File: config.mk
export PLATFORM = sky130hd
export DESIGN_NAME = ps2_scancode_decoder_flat
export DESIGN_NICKNAME = d
export VERILOG_FILES = /design/src/rtl/ps2_scancode_decoder_pkg.sv /design/src/rtl/ps2_scancode_decoder_if.sv /design/src/rtl/ps2_scancode_decoder_event_fifo.sv /design/src/rtl/ps2_scancode_decoder.sv /design/src/flat_wrapper.sv
export SDC_FILE = /design/constraint.sdc
export NUM_CORES = 1
export LEC_CHECK = 0
export CAP_MARGIN = 0
export CORE_MARGIN = 2
export CORE_UTILIZATION = 56
export CTS_CLUSTER_DIAMETER = 30
export DETAILED_ROUTE_END_ITERATION = 6
export GPL_TIMING_DRIVEN = 0
export HOLD_SLACK_MARGIN = 0.03
export PLACE_DENSITY = 0.76
export RECOVER_POWER = 50
export SETUP_SLACK_MARGIN = 0.4
export SLEW_MARGIN = 20
export SYNTH_ARGS = -nofsm -noshare
export SYNTH_HDL_FRONTEND = slang
export SYNTH_SLANG_ARGS = --single-unit
export TNS_END_PERCENT = 5
File: constraint.sdc
create_clock -name clock -period 3.3 [get_ports clock]
set_clock_uncertainty 0.15 [all_clocks]
set_input_delay 0.66 -clock clock [delete_from_list [all_inputs] [get_ports clock]]
set_output_delay 0.66 -clock clock [all_outputs]
set_load 0.01 [all_outputs]
File: src/rtl/ps2_scancode_decoder_pkg.sv
`default_nettype none
// +------------------------------------------------------------------------+
// | Package  : ps2_pkg                                                     |
// | Purpose  : Shared types and constants for the PS/2 scan-code decoder:  |
// |            prefix codes, prefix FSM states, the key event record and   |
// |            the number-key lookup used by the digit history.            |
// | Revision : 1.0 - initial release                                       |
// +------------------------------------------------------------------------+
package ps2_pkg;

  localparam logic [7:0] PS2_EXT_PREFIX = 8'hE0;
  localparam logic [7:0] PS2_BRK_PREFIX = 8'hF0;

  typedef enum logic [1:0] {
    PFX_IDLE    = 2'd0,
    PFX_EXT     = 2'd1,
    PFX_BRK     = 2'd2,
    PFX_EXT_BRK = 2'd3
  } prefix_state_t;

  // "release" is a reserved word, so the break flag is called released.
  typedef struct packed {
    logic [7:0] code;
    logic       released;
    logic       extended;
  } ps2_event_t;

  // Returns {hit, digit}; hit is set only for the ten number-row keys.
  function automatic logic [4:0] ps2_digit(input logic [7:0] code);
    logic [4:0] result;
    result = 5'd0;
    case (code)
      8'h45:   result = {1'b1, 4'd0};
      8'h16:   result = {1'b1, 4'd1};
      8'h1E:   result = {1'b1, 4'd2};
      8'h26:   result = {1'b1, 4'd3};
      8'h25:   result = {1'b1, 4'd4};
      8'h2E:   result = {1'b1, 4'd5};
      8'h36:   result = {1'b1, 4'd6};
      8'h3D:   result = {1'b1, 4'd7};
      8'h3E:   result = {1'b1, 4'd8};
      8'h46:   result = {1'b1, 4'd9};
      default: result = 5'd0;
    endcase
    return result;
  endfunction

endpackage
`default_nettype wire

File: src/rtl/ps2_scancode_decoder_if.sv
`default_nettype none
// +------------------------------------------------------------------------+
// | Interface : ps2_scancode_decoder_if                                    |
// | Purpose   : Frame input, event FIFO read side and status outputs of   |
// |             the scan-code decoder. master = frame source / host,       |
// |             slave = decoder.                                           |
// | Revision  : 1.0 - initial release                                      |
// +------------------------------------------------------------------------+
interface ps2_scancode_decoder_if #(
  parameter int ERR_CNT_WIDTH = 8
);
  logic                     frame_valid;
  logic [10:0]              frame_data;
  logic                     evt_pop;
  logic                     evt_valid;
  logic [7:0]               evt_code;
  logic                     evt_release;
  logic                     evt_extended;
  logic                     fifo_full;
  logic                     overflow_sticky;
  logic                     frame_error;
  logic [ERR_CNT_WIDTH-1:0] error_count;
  logic [23:0]              digit_history;
  logic [2:0]               digit_count;

  modport master (
    output frame_valid, frame_data, evt_pop,
    input  evt_valid, evt_code, evt_release, evt_extended, fifo_full,
           overflow_sticky, frame_error, error_count, digit_history, digit_count
  );

  modport slave (
    input  frame_valid, frame_data, evt_pop,
    output evt_valid, evt_code, evt_release, evt_extended, fifo_full,
           overflow_sticky, frame_error, error_count, digit_history, digit_count
  );
endinterface
`default_nettype wire

File: src/rtl/ps2_scancode_decoder_event_fifo.sv
`default_nettype none
// +------------------------------------------------------------------------+
// | Module   : ps2_event_fifo                                              |
// | Purpose  : Synchronous FIFO of key events. A push into a full FIFO is  |
// |            accepted only when a pop frees a slot in the same cycle;    |
// |            otherwise it is dropped and flagged on drop.                |
// | Revision : 1.0 - initial release                                       |
// +------------------------------------------------------------------------+
module ps2_event_fifo
  import ps2_pkg::*;
#(
  parameter int DEPTH = 8
) (
  input  logic       clock,
  input  logic       reset_neg,
  input  logic       push,
  input  ps2_event_t push_data,
  input  logic       pop,
  output ps2_event_t head,
  output logic       full,
  output logic       empty,
  output logic       drop
);
  localparam int                c_addr_w = $clog2(DEPTH);
  localparam logic [c_addr_w:0] c_depth  = DEPTH[c_addr_w:0];

  ps2_event_t            r_mem [DEPTH];
  logic [c_addr_w-1:0]   r_wr_ptr;
  logic [c_addr_w-1:0]   r_rd_ptr;
  logic [c_addr_w:0]     r_count;
  logic                  w_do_push;
  logic                  w_do_pop;

  assign empty     = (r_count == '0);
  assign full      = (r_count == c_depth);
  assign w_do_pop  = pop && !empty;
  assign w_do_push = push && (!full || w_do_pop);
  assign drop      = push && !w_do_push;
  assign head      = r_mem[r_rd_ptr];

  // Storage array; written only on an accepted push, never reset.
  always_ff @(posedge clock) begin
    if (w_do_push) begin
      r_mem[r_wr_ptr] <= push_data;
    end
  end

  // Pointers wrap naturally because DEPTH is a power of two.
  always_ff @(posedge clock or negedge reset_neg) begin
    if (!reset_neg) begin
      r_wr_ptr <= '0;
      r_rd_ptr <= '0;
      r_count  <= '0;
    end else begin
      if (w_do_push) r_wr_ptr <= r_wr_ptr + 1'b1;
      if (w_do_pop)  r_rd_ptr <= r_rd_ptr + 1'b1;
      case ({w_do_push, w_do_pop})
        2'b10:   r_count <= r_count + 1'b1;
        2'b01:   r_count <= r_count - 1'b1;
        default: r_count <= r_count;
      endcase
    end
  end

endmodule
`default_nettype wire

File: src/rtl/ps2_scancode_decoder.sv
`default_nettype none
// +------------------------------------------------------------------------+
// | Module   : ps2_scancode_decoder                                        |
// | Purpose  : Validates PS/2 frames (start, stop, odd parity), folds E0 / |
// |            F0 prefixes into single key events, queues them for the    |
// |            host and keeps a six-digit history of number-key presses.   |
// | Revision : 1.0 - initial release                                       |
// +------------------------------------------------------------------------+
module ps2_scancode_decoder
  import ps2_pkg::*;
#(
  parameter int FIFO_DEPTH    = 8,
  parameter int ERR_CNT_WIDTH = 8
) (
  input  logic                   clock,
  input  logic                   reset_neg,
  ps2_scancode_decoder_if.slave  bus
);
  prefix_state_t            r_state;
  logic                     r_emit;
  ps2_event_t               r_emit_evt;
  logic                     r_frame_error;
  logic [ERR_CNT_WIDTH-1:0] r_error_count;
  logic [23:0]              r_digit_history;
  logic [2:0]               r_digit_count;
  logic                     r_overflow_sticky;

  logic       w_frame_ok;
  logic       w_good;
  logic       w_bad;
  logic [7:0] w_code;
  logic       w_is_ext;
  logic       w_is_brk;
  logic       w_pfx_ext;
  logic       w_pfx_brk;
  logic [4:0] w_digit;
  logic       w_digit_push;
  ps2_event_t w_head;
  logic       w_full;
  logic       w_empty;
  logic       w_drop;

  assign w_code     = bus.frame_data[8:1];
  assign w_frame_ok = !bus.frame_data[0] && bus.frame_data[10] && (^bus.frame_data[9:1]);
  assign w_good     = bus.frame_valid && w_frame_ok;
  assign w_bad      = bus.frame_valid && !w_frame_ok;
  assign w_is_ext   = (w_code == PS2_EXT_PREFIX);
  assign w_is_brk   = (w_code == PS2_BRK_PREFIX);
  assign w_pfx_ext  = (r_state == PFX_EXT) || (r_state == PFX_EXT_BRK);
  assign w_pfx_brk  = (r_state == PFX_BRK) || (r_state == PFX_EXT_BRK);
  assign w_digit    = ps2_digit(w_code);

  // Only a plain make (no pending prefix) of a number key enters the history.
  assign w_digit_push = w_good && !w_is_ext && !w_is_brk && !w_pfx_ext && !w_pfx_brk && w_digit[4];

  // Prefix FSM: accumulates E0/F0 and emits one registered event per key code.
  always_ff @(posedge clock or negedge reset_neg) begin
    if (!reset_neg) begin
      r_state       <= PFX_IDLE;
      r_emit        <= 1'b0;
      r_emit_evt    <= '0;
      r_frame_error <= 1'b0;
    end else begin
      r_emit        <= 1'b0;
      r_frame_error <= 1'b0;
      if (w_bad) begin
        r_frame_error <= 1'b1;
        r_state       <= PFX_IDLE;
      end else if (w_good) begin
        if (w_is_ext) begin
          r_state <= w_pfx_brk ? PFX_EXT_BRK : PFX_EXT;
        end else if (w_is_brk) begin
          r_state <= w_pfx_ext ? PFX_EXT_BRK : PFX_BRK;
        end else begin
          r_emit              <= 1'b1;
          r_emit_evt.code     <= w_code;
          r_emit_evt.released <= w_pfx_brk;
          r_emit_evt.extended <= w_pfx_ext;
          r_state             <= PFX_IDLE;
        end
      end
    end
  end

  // Saturating count of rejected frames.
  always_ff @(posedge clock or negedge reset_neg) begin
    if (!reset_neg) begin
      r_error_count <= '0;
    end else if (w_bad && (r_error_count != '1)) begin
      r_error_count <= r_error_count + 1'b1;
    end
  end

  // Digit history shifts newest into the low nibble; independent of FIFO space.
  always_ff @(posedge clock or negedge reset_neg) begin
    if (!reset_neg) begin
      r_digit_history <= '0;
      r_digit_count   <= '0;
    end else if (w_digit_push) begin
      r_digit_history <= {r_digit_history[19:0], w_digit[3:0]};
      if (r_digit_count != 3'd6) r_digit_count <= r_digit_count + 3'd1;
    end
  end

  // Remember any dropped event until the next reset.
  always_ff @(posedge clock or negedge reset_neg) begin
    if (!reset_neg) begin
      r_overflow_sticky <= 1'b0;
    end else if (w_drop) begin
      r_overflow_sticky <= 1'b1;
    end
  end

  ps2_event_fifo #(
    .DEPTH (FIFO_DEPTH)
  ) u_event_fifo (
    .clock     (clock),
    .reset_neg (reset_neg),
    .push      (r_emit),
    .push_data (r_emit_evt),
    .pop       (bus.evt_pop),
    .head      (w_head),
    .full      (w_full),
    .empty     (w_empty),
    .drop      (w_drop)
  );

  // Head fields are forced to zero while empty so nothing undefined leaves the block.
  assign bus.evt_valid       = !w_empty;
  assign bus.evt_code        = w_empty ? 8'h00 : w_head.code;
  assign bus.evt_release     = !w_empty && w_head.released;
  assign bus.evt_extended    = !w_empty && w_head.extended;
  assign bus.fifo_full       = w_full;
  assign bus.overflow_sticky = r_overflow_sticky;
  assign bus.frame_error     = r_frame_error;
  assign bus.error_count     = r_error_count;
  assign bus.digit_history   = r_digit_history;
  assign bus.digit_count     = r_digit_count;

endmodule
`default_nettype wire

File: src/flat_wrapper.sv
// flat-port wrapper written by rule: the top's interface ports become plain ports
module ps2_scancode_decoder_flat import ps2_pkg::*;
#(
  parameter int FIFO_DEPTH    = 8,
  parameter int ERR_CNT_WIDTH = 8
)
  (clock, reset_neg, bus_frame_valid, bus_frame_data, bus_evt_pop, bus_evt_valid, bus_evt_code, bus_evt_release, bus_evt_extended, bus_fifo_full, bus_overflow_sticky, bus_frame_error, bus_error_count, bus_digit_history, bus_digit_count);
  ps2_scancode_decoder_if #(.ERR_CNT_WIDTH(ERR_CNT_WIDTH)) bus_i ();
  input  logic clock;
  input  logic reset_neg;
  input wire logic [$bits(bus_i.frame_valid)-1:0] bus_frame_valid;
  input wire logic [$bits(bus_i.frame_data)-1:0] bus_frame_data;
  input wire logic [$bits(bus_i.evt_pop)-1:0] bus_evt_pop;
  output wire logic [$bits(bus_i.evt_valid)-1:0] bus_evt_valid;
  output wire logic [$bits(bus_i.evt_code)-1:0] bus_evt_code;
  output wire logic [$bits(bus_i.evt_release)-1:0] bus_evt_release;
  output wire logic [$bits(bus_i.evt_extended)-1:0] bus_evt_extended;
  output wire logic [$bits(bus_i.fifo_full)-1:0] bus_fifo_full;
  output wire logic [$bits(bus_i.overflow_sticky)-1:0] bus_overflow_sticky;
  output wire logic [$bits(bus_i.frame_error)-1:0] bus_frame_error;
  output wire logic [$bits(bus_i.error_count)-1:0] bus_error_count;
  output wire logic [$bits(bus_i.digit_history)-1:0] bus_digit_history;
  output wire logic [$bits(bus_i.digit_count)-1:0] bus_digit_count;
  assign bus_i.frame_valid = bus_frame_valid;
  assign bus_i.frame_data = bus_frame_data;
  assign bus_i.evt_pop = bus_evt_pop;
  assign bus_evt_valid = bus_i.evt_valid;
  assign bus_evt_code = bus_i.evt_code;
  assign bus_evt_release = bus_i.evt_release;
  assign bus_evt_extended = bus_i.evt_extended;
  assign bus_fifo_full = bus_i.fifo_full;
  assign bus_overflow_sticky = bus_i.overflow_sticky;
  assign bus_frame_error = bus_i.frame_error;
  assign bus_error_count = bus_i.error_count;
  assign bus_digit_history = bus_i.digit_history;
  assign bus_digit_count = bus_i.digit_count;
  ps2_scancode_decoder #(.FIFO_DEPTH(FIFO_DEPTH), .ERR_CNT_WIDTH(ERR_CNT_WIDTH)) u_core (.clock(clock), .reset_neg(reset_neg), .bus(bus_i));
endmodule
# Word level (Yosys, flattened, before mapping)
# Memories as Yosys holds them, arrays and structs flattened.
# Cells that the tools add are included.
[word_totals]
regBits = 60
mem_bits_rw = 80
output_inout_bits = 49
elab_cells = 92
memories = 1
[mem_list]
columns = ["name", "depth", "width", "read_ports", "rd_clocked_by_memory_dff", "wr", "line", "source"]
rows = [
  ["u_core.u_event_fifo.r_mem", 8, 10, 1, 0, 1, "ps2_scancode_decoder_event_fifo.sv:27", "ps2_event_t r_mem [DEPTH];"],
]
[op_classes]
addsub = 6
n_eq_ne = 20
n_mux = 16
n_bitwise = 3
reduce_logical = 33
[ops]
columns = ["operator", "count"]
rows = [
  ["$pmux W5 S10", 1],
  ["$eq A8 B6 Y1 const B", 6],
  ["$eq A8 B5 Y1 const B", 2],
  ["$eq A8 B7 Y1 const B", 2],
  ["$eq A8 B8 Y1 const B", 2],
  ["$logic_and A1 B1 Y1", 15],
  ["$mux W2", 5],
  ["$add A3 B1 Y3 const B", 3],
  ["$logic_not A1 Y1", 9],
  ["$reduce_xor A9 Y1", 1],
  ["$add A8 B1 Y8 const B", 1],
  ["$mux W1", 8],
  ["$mux W8", 1],
  ["$ne A8 B8 Y1 const B", 1],
  ["$pmux W4 S2", 1],
  ["$eq A2 B2 Y1 const B", 3],
  ["$add A4 B1 Y4 const B", 1],
  ["$eq A2 B1 Y1 const B", 2],
  ["$eq A4 B4 Y1 const B", 1],
  ["$logic_not A4 Y1", 1],
  ["$reduce_and A4 Y1", 1],
  ["$reduce_bool A2 Y1", 2],
  ["$sub A4 B1 Y4 const B", 1],
  ["$logic_or A1 B1 Y1", 3],
  ["3 further kinds", 5],
]

# Logic depth before layout (Yosys ltp)
[logic_depth]
ltp_word = 10
ltp_mapped = 9
ltp_nobuf = 8

# Hierarchy
# From an unflattened synthesis, not the netlist that was laid out.
[unflattened]
cells_unflattened = 377
area_unflattened_um2 = 6202.2
[by_module_without_submodules]
columns = ["mod", "instances", "cells_each", "area_per_inst_um2", "seq_area_each_um2"]
rows = [
  ["ps2_event_fifo", 1, 181, 3668.5, 2652.5],
  ["ps2_scancode_decoder", 1, 196, 2533.7, 1251.2],
]

# Worst setup path before layout
# No wires, ideal clock.
[synth_timing]
path_type = "input port to flip-flop"
start = "in bus_frame_data[1]"
end = "reg u_core.r_digit_history[10] (netlist: u_core.bus.digit_history[10])"
arrival_time_ns = 2.538
t_required_ns = 3.025
path_slack_ns = 0.487
cell_stages = 9
cell_sequence = "inv_1 > ha_1 > xnor3_1 > xnor2_1 > nor3_2 > and2_1 > buf_6 > buf_12 > mux2_4"
[synth_between]
elab_chain_len = 8
[synth_lines]
columns = ["element", "line", "source"]
rows = [
  ["start: declaration", "flat_wrapper.sv:12", "input wire logic [$bits(bus_i.frame_data)-1:0] bus_frame_data;"],
  ["$reduce_xor A9 Y1", "ps2_scancode_decoder.sv:44", "assign w_frame_ok = !bus.frame_data[0] && bus.frame_data[10] && (^bus.frame_data[9:1]);"],
  ["$logic_and A1 B1 Y1", "ps2_scancode_decoder.sv:44", ""],
  ["$logic_and A1 B1 Y1", "ps2_scancode_decoder.sv:45", "assign w_good = bus.frame_valid && w_frame_ok;"],
  ["$logic_and A1 B1 Y1 (4 in a row)", "ps2_scancode_decoder.sv:54", "assign w_digit_push = w_good && !w_is_ext && !w_is_brk && !w_pfx_ext && !w_pfx_brk && w_digit[4];"],
  ["$logic_and A1 B1 Y1 (*)", "ps2_scancode_decoder.sv:54", ""],
  ["end signal: assignment", "ps2_scancode_decoder.sv:100", "r_digit_history <= {r_digit_history[19:0], w_digit[3:0]};"],
  ["end: declaration", "ps2_scancode_decoder.sv:24", "logic [23:0] r_digit_history;"],
]
# Every way passes the cells marked *; elsewhere a longest branch is shown, timed or not.
# A chain may end at the register's enable or synchronous reset.

# Final worst setup path
[layout_timing]
start = "in bus_frame_data[8]"
end = "reg u_core.r_digit_history[20] (netlist: u_core.bus.digit_history[20])"
# The elaborated chain is that of the path after synthesis.

==> results.cfg <==
[timing]
relSlewSlack_pct = -12.4
fmax_mhz = 342
max_slew.worst_pin.slew_ns = 1.69
period_share_pct = 88.6
hold_ws_ns = 0.315
maxSlewViolCount = 31
period_needed_ns = 2.92
rsz0062_at_grt = yes
setup_viol_count_final = 0
hold_viol_final = 0

[clocking]
clockBufferDepth = 2
clkLatencyLatePin_ns = 0.51
htreeDepth = 4
clk_pin_slew_worst_paths_ns = 0.06
root_buffer = clkbuf_8
cts_tree = yes
clock-sinks = 140
tritoncts.num_buffers = 17

[layout]
drive_gt1_share_pct = 26.5
final_nets = 502
register_area_mm2 = 0.00391
multi_input_area_mm2 = 0.00205
n_antenna_cell = 0
layout_commonest_cell = edfxtp_1
syn_to_final_growth_pct = 26.0
final_cell_mix = edfxtp_1 (80), dfrtp_1 (59), clkdlybuf4s50_1 (48)
fill_cells = 682

[pwr]
p_int_w = 0.00420
comb_power_share_pct = 27.2
power_density_mw_per_mm2 = 773
ir_drop_v = 0.000462
p_leak_nw = 3.10
p_clk_share_pct = 31.4
power_w = 0.00592
p_seq_share_pct = 41.5
power.switching_w = 0.00172
swShare_pct = 29.0

[routing]
dr_wl_met3_um = 658
drtPass1Iterations = 5
wirelength_um = 11500
met1Wirelength_um = 4880
vias = 3460
wl_met2_um = 5790
top_layer = met4
drt_iter0_drc = 239
final_antenna_net_count = 0
wl_per_cell_um = 18.5
avgViaCountPerCell = 5.59
drc_errors = 0

[critical_path]
endpoint_kind = flop
cp_max_fo = 10
reg2reg_from = u_core.u_event_fifo.r_count[0]
setup.worst_path.end = u_core.bus.digit_history[20]
crit_required_ns = 3.54
r2r-end = u_core.u_event_fifo.r_count[3]
cp-startpoint = bus_frame_data[8]
cp.arrival_ns = 3.17
r2r_cells = 8
worstSetupPathType = primary input to flop
start_kind = primary input
r2r_slack_ns = 0.63

[global_routing]
grt_pass1_vias = 3633
antenna_found_initial = 0
grt_pass1_wl_um = 18700
grt_max_degree = 32
track_usage_pct = 21.7
gr-total-overflow = 0

[logic_synthesis]
synth_edf_count = 80
yosysTopAreaCellShare_pct = 39.5
synth_flop_cell = edfxtp_1
synth_top_area_cell = edfxtp_1
ys_types = 44
synth_area_mm2 = 0.00608
yosysWarningCount = 0
async_flop_share_pct = 42.9
ys_ff_latch = 140
postSynthCellCount = 371
syn_area_per_cell_um2 = 16.4
synth_fp_nets = 407
synth-seq-area-share_pct = 64.2
synthTopCellsByArea = edfxtp_1 (40%), dfrtp_1 (25%), mux4_2 (7.4%), mux2_4 (4.7%), ha_1 (4.1%)

[die]
rows = 38
die_y_um = 108
core-area_mm2 = 0.0107
start_util_pct = 56.8
fp.dieW_um = 108
die-area_mm2 = 0.0117
ios = 64

[run]
cap_violations = 1

[placement]
routabilityCongestion = 0.780
io_buffers = 63
dp_hpwl_um = 7310

[outcome]
status = finished with violations
violations = capacitance limit, slew limit

[min_path]
hp-class = flop to flop
## state kept, by name (all words and copies together), names as in the netlist
name                          cells
u_core.bus.digit_count            3
u_core.bus.digit_history         24
u_core.bus.error_count            8
u_core.bus.frame_error            1
u_core.bus.overflow_sticky        1
u_core.r_emit                     1
u_core.r_emit_evt                10
u_core.r_state                    2
u_core.u_event_fifo.r_count       4
u_core.u_event_fifo.r_mem        80
u_core.u_event_fifo.r_rd_ptr      3
u_core.u_event_fifo.r_wr_ptr      3
## per-layer routing
metal	vias up	global-route usage (%)
met5	-	0
li1	1580	-
met2	106	35.6
met1	1764	28.0
met3	10	6.57
met4	0	6.87
## worst max-delay path, stage by stage
cell and delay, ns:
clkdlybuf4s50_1 0.53, inv_1 0.09, ha_2 0.33, xnor3_1 0.33, xnor2_2 0.17, nor3_2 0.15
buf_4 0.15, and2_1 0.14, buf_6 0.15, buf_12 0.15, mux2_4 0.30
## cells by family (layout without fill, tap and decap cells)
group,count (synthesis),in the layout,share of synthesized area [%]
mux,68,68,17.2
fa+ha+maj,21,21,4.45
xor+xnor,20,20,3.11
flops,140,140,64.2
buf+inv,28,136,2.45
compound gates,27,27,3.19
simple gates,67,67,5.35
## how the worst min path moves through the flow
stage                                          start                          to  slack, ns  depth (start not counted)
after floorplan                            reset_neg   u_core.bus.digit_count[0]       0.21                          0
after global placement    u_core.bus.overflow_sticky  u_core.bus.overflow_sticky       0.30                          1
after detailed placement  u_core.bus.overflow_sticky  u_core.bus.overflow_sticky       0.30                          1
after CTS                 u_core.bus.overflow_sticky  u_core.bus.overflow_sticky       0.32                          1
after global routing               bus_frame_data[1]        u_core.r_emit_evt[2]       0.33                          2
final                     u_core.bus.overflow_sticky  u_core.bus.overflow_sticky       0.32                          1
## power groups by stage
| stage | combinational, W | sequential [W] | clock (W) |
|---|---|---|---|
| floorplan | 0.000932 | 0.00240 | 0 |
| global placement | 0.00146 | 0.00244 | 0 |
| detailed placement | 0.00150 | 0.00247 | 0 |
| CTS | 0.00166 | 0.00245 | 0.00189 |
| global route | 0.00177 | 0.00249 | 0.00196 |
| finish | 0.00161 | 0.00245 | 0.00186 |
## metrics by stage
stage	std cells	setup TNS, ns	cell area [um^2]	worst slack [ns]	util, %
floorplan	371	0	6080	0.487	-
global placement	574	-41.05	6890	-0.505	64.4
detailed placement	577	-8.95	6930	-0.323	64.8
CTS	618	0	7690	0.325	71.9
global route	619	0	7660	0.210	71.6
finish	619	0	7660	0.375	71.6
## area by class of cell
type	instances	area share (%)
clock inverters	10	1.34
flip-flops and latches	140	51.0
clock buffers	22	6.49
multi-input cells	203	26.7
inverters	17	0.833
well taps	140	2.29
repair buffers	76	9.79
plain buffers	11	1.57
## cells in the mapped netlist (2+ instances only)
master,number
o22ai_1,2
a31oi_1,2
buf_12,2
inv_1,17
a21o_1,2
a22o_1,2
nor2_1,22
nor2b_1,2
and2_1,2
nand3_1,4
dfrtp_1,60
mux2_2,18
o21ai_0,6
a211o_1,2
o21a_1,2
nand2_1,16
nand2b_1,4
xnor2_1,14
mux2_4,19
clkbuf_1,5
nand4_1,4
mux2i_1,11
and3_1,3
and3_2,2
xor2_1,5
mux4_2,20
nor3_1,3
ha_1,20
buf_2,3
edfxtp_1,80
a22oi_1,4
## what timing repair did
action	4_1_cts	5_1_grt
buffers inserted	6	1
pin swaps	1	1
endpoints found under the hold margin	30	0
endpoints found under the setup margin	44	37
cloned	2	0
hold buffers	1	0
gates resized for setup	42	17
Power figures use the tool's default switching activity.
==> variant: new RTL, same flow settings <==
Reset style: synchronous (`reset_neg`), changed in 5 clocked blocks.
--- a/src/rtl/ps2_scancode_decoder_event_fifo.sv
+++ b/src/rtl/ps2_scancode_decoder_event_fifo.sv
@@ -48,3 +48,3 @@
   // Pointers wrap naturally because DEPTH is a power of two.
-  always_ff @(posedge clock or negedge reset_neg) begin
+  always_ff @(posedge clock) begin
     if (!reset_neg) begin
--- a/src/rtl/ps2_scancode_decoder.sv
+++ b/src/rtl/ps2_scancode_decoder.sv
@@ -56,3 +56,3 @@
   // Prefix FSM: accumulates E0/F0 and emits one registered event per key code.
-  always_ff @(posedge clock or negedge reset_neg) begin
+  always_ff @(posedge clock) begin
     if (!reset_neg) begin
@@ -85,3 +85,3 @@
   // Saturating count of rejected frames.
-  always_ff @(posedge clock or negedge reset_neg) begin
+  always_ff @(posedge clock) begin
     if (!reset_neg) begin
@@ -94,3 +94,3 @@
   // Digit history shifts newest into the low nibble; independent of FIFO space.
-  always_ff @(posedge clock or negedge reset_neg) begin
+  always_ff @(posedge clock) begin
     if (!reset_neg) begin
@@ -105,3 +105,3 @@
   // Remember any dropped event until the next reset.
-  always_ff @(posedge clock or negedge reset_neg) begin
+  always_ff @(posedge clock) begin
     if (!reset_neg) begin
Function: differs if reset_neg is asserted again (counterexample within 4 cycles, from zero or initial values and one cycle with reset_neg low); with reset_neg held inactive, the same outputs for 4 cycles.
==> variant against the original RTL <==
- wire length increased by 6.9%
- hold slack got worse by 0.0082 ns
- register-to-register slack got worse by 0.09 ns
- sequential share of layout area decreased by 2.2 points
- worst setup slack got worse by 0.13 ns
- sequential cell count increased by 3
- non-clock buffer count decreased by 6
- maximum frequency decreased by 4.4%
- synthesized cell count increased by 23%
- count of clock-buffer cells in the layout increased by 2
- area after synthesis increased by 0.74%
- final area decreased by 1.8%
- power decreased by 21%
- critical path type is now reg2out
- highest routed layer unchanged
==> variant: results (changes against the original RTL) <==
----------------------------------------------------
[Worst setup path]
  Worst EP arrival ... 2.25 ns (-0.92 ns)
  Slowest-stage cell, CP ... mux4_2
  Kind of cell with the highest combined delay on the critical path ... multiplexers

[Status]
  Result of the run ... completed

[Synthesis]
  Portion of netlist area occupied by mux cells ... 15.5% (-1.7 points)
  Async S/R FF share, synth ... 0% (-43 points)
  Post-synthesis compound-gate area fraction ... 4.84% (+1.7 points)
  Instance count of the mapped netlist ... 456 (+23%)
  Post-synthesis adder-cell area fraction ... 4.41% (-0.033 points)
  Commonest cells post-synth ... edfxtp_1, dfxtp_1, nand2_1
  Syn nets ... 492 (+21%)
  Parity-gate share of the synthesized area counting xor and xnor cells ... 2.12% (-0.98 points)
  Most area-consuming cells after synthesis ... edfxtp_1, dfxtp_1, mux2i_1

[Power and ir drop]
  Leakage power ... 2.80 nW (-9.7%)
  Maximum ir drop on the vdd rail ... 0.000315 V (-32%)

[Finish]
  Number of nets in the layout ... 576 (+15%)
  Layout cell share with drive strength beyond 1 ... 13.0% (-13 points)
  Finished Layout Cells ... 693 (+12%)

[Clocking]
  Post CTS Setup Buffer Count ... 0 (-6)
  Post-cts repair resize count ... 22 (-48%)

[Global route]
  Global router's overall resource usage ... 22.8% (+1.1 points)
  Number of global-route vias before repair ... 3961 (+9.0%)
  Maximum number of pins on one net before global-route repair ... 17 (-47%)
  Global routing met1 resource utilization ... 25.2% (-2.7 points)
  Met3 Usage GRT ... 7.59% (+1.0 points)
  Global-route wire length before repair ... 19.8 mm (+5.6%)

[STA]
  Number of pins with negative max-slew slack in the final report ... 0 (-100%)

[Place]
  Worst slack, placed ... -0.108 ns (+0.216 ns)
  Post-placement cell count ... 660 (+14%)
  Routability Congestion ... 0.798 (+2.4%)

[Route]
  Routed length on met1 ... 4.98 mm (+2.0%)
  Amount of wire on met2 after detailed routing ... 6.42 mm (+11%)
  Sum of met3 wire segment lengths after detailed routing ... 716 um (+8.8%)
  Detailed router's first-iteration violation count ... 186 (-22%)
  Total via count after detailed routing ... 3809 (+10%)

----------------------------------------------------
variant: cell types whose count changed after synthesis, moves of 4 or more:
cell      unedited run  this run
a21oi_1              1        10
xnor2_1             14         4
nand2_1             16        52
dfrtp_1             60         0
dfxtp_1              0        63
mux2i_1             11        50
mux2_2              18         0
nor2_1              22        45
clkbuf_1             5         9
mux2_4              19         0
variant: kinds of logic (layout without fill, tap and decap cells):
family / after synthesis / after routing
AOI/OAI and AO/OA: 41 / 41
xor gates and xnor gates: 11 / 11
DFF: 143 / 143
adders and majority gates: 21 / 21
muxes: 70 / 70
and+or+nand+nor: 137 / 137
buffers and inverters: 33 / 130
variant: worst paths after layout:
kind                             startpoint                              to  slack [ns]  cells after the start
min reg2reg    u_core.bus.digit_history[23]    u_core.bus.digit_history[23]        0.31                      2
min            u_core.bus.digit_history[23]    u_core.bus.digit_history[23]        0.31                      2
max                                    flop                bus_evt_extended        0.24                      5
max reg2reg  u_core.u_event_fifo.r_count[3]  u_core.u_event_fifo.r_count[3]        0.54                      8
variant: report_power, final:
part           switching, W  internal (W)  leakage [nW]
Sequential        0.0000638       0.00192          1.15
Clock              0.000683       0.00103         0.267
Combinational      0.000466      0.000523          1.38
Total               0.00121       0.00348          2.80
variant: cell type report:
class	count	area, sq um
buffer	16	119
clock buffer	24	460
clock inverter	8	67.6
fill	762	3220
inverter	17	63.8
multi-input combinational	280	2310
sequential	143	3670
tap	140	175
timing repair buffer	65	657
variant: metrics by stage:
step           TNS (ns)  util, %  hold slack [ns]
2_1_floorplan         0        -            0.312
3_3_place_gp      -4.60     64.4            0.296
3_5_place_dp      -1.68     64.6            0.297
4_1_cts               0     70.2            0.313
5_1_grt               0     70.0            0.336
6_report              0     70.0            0.307
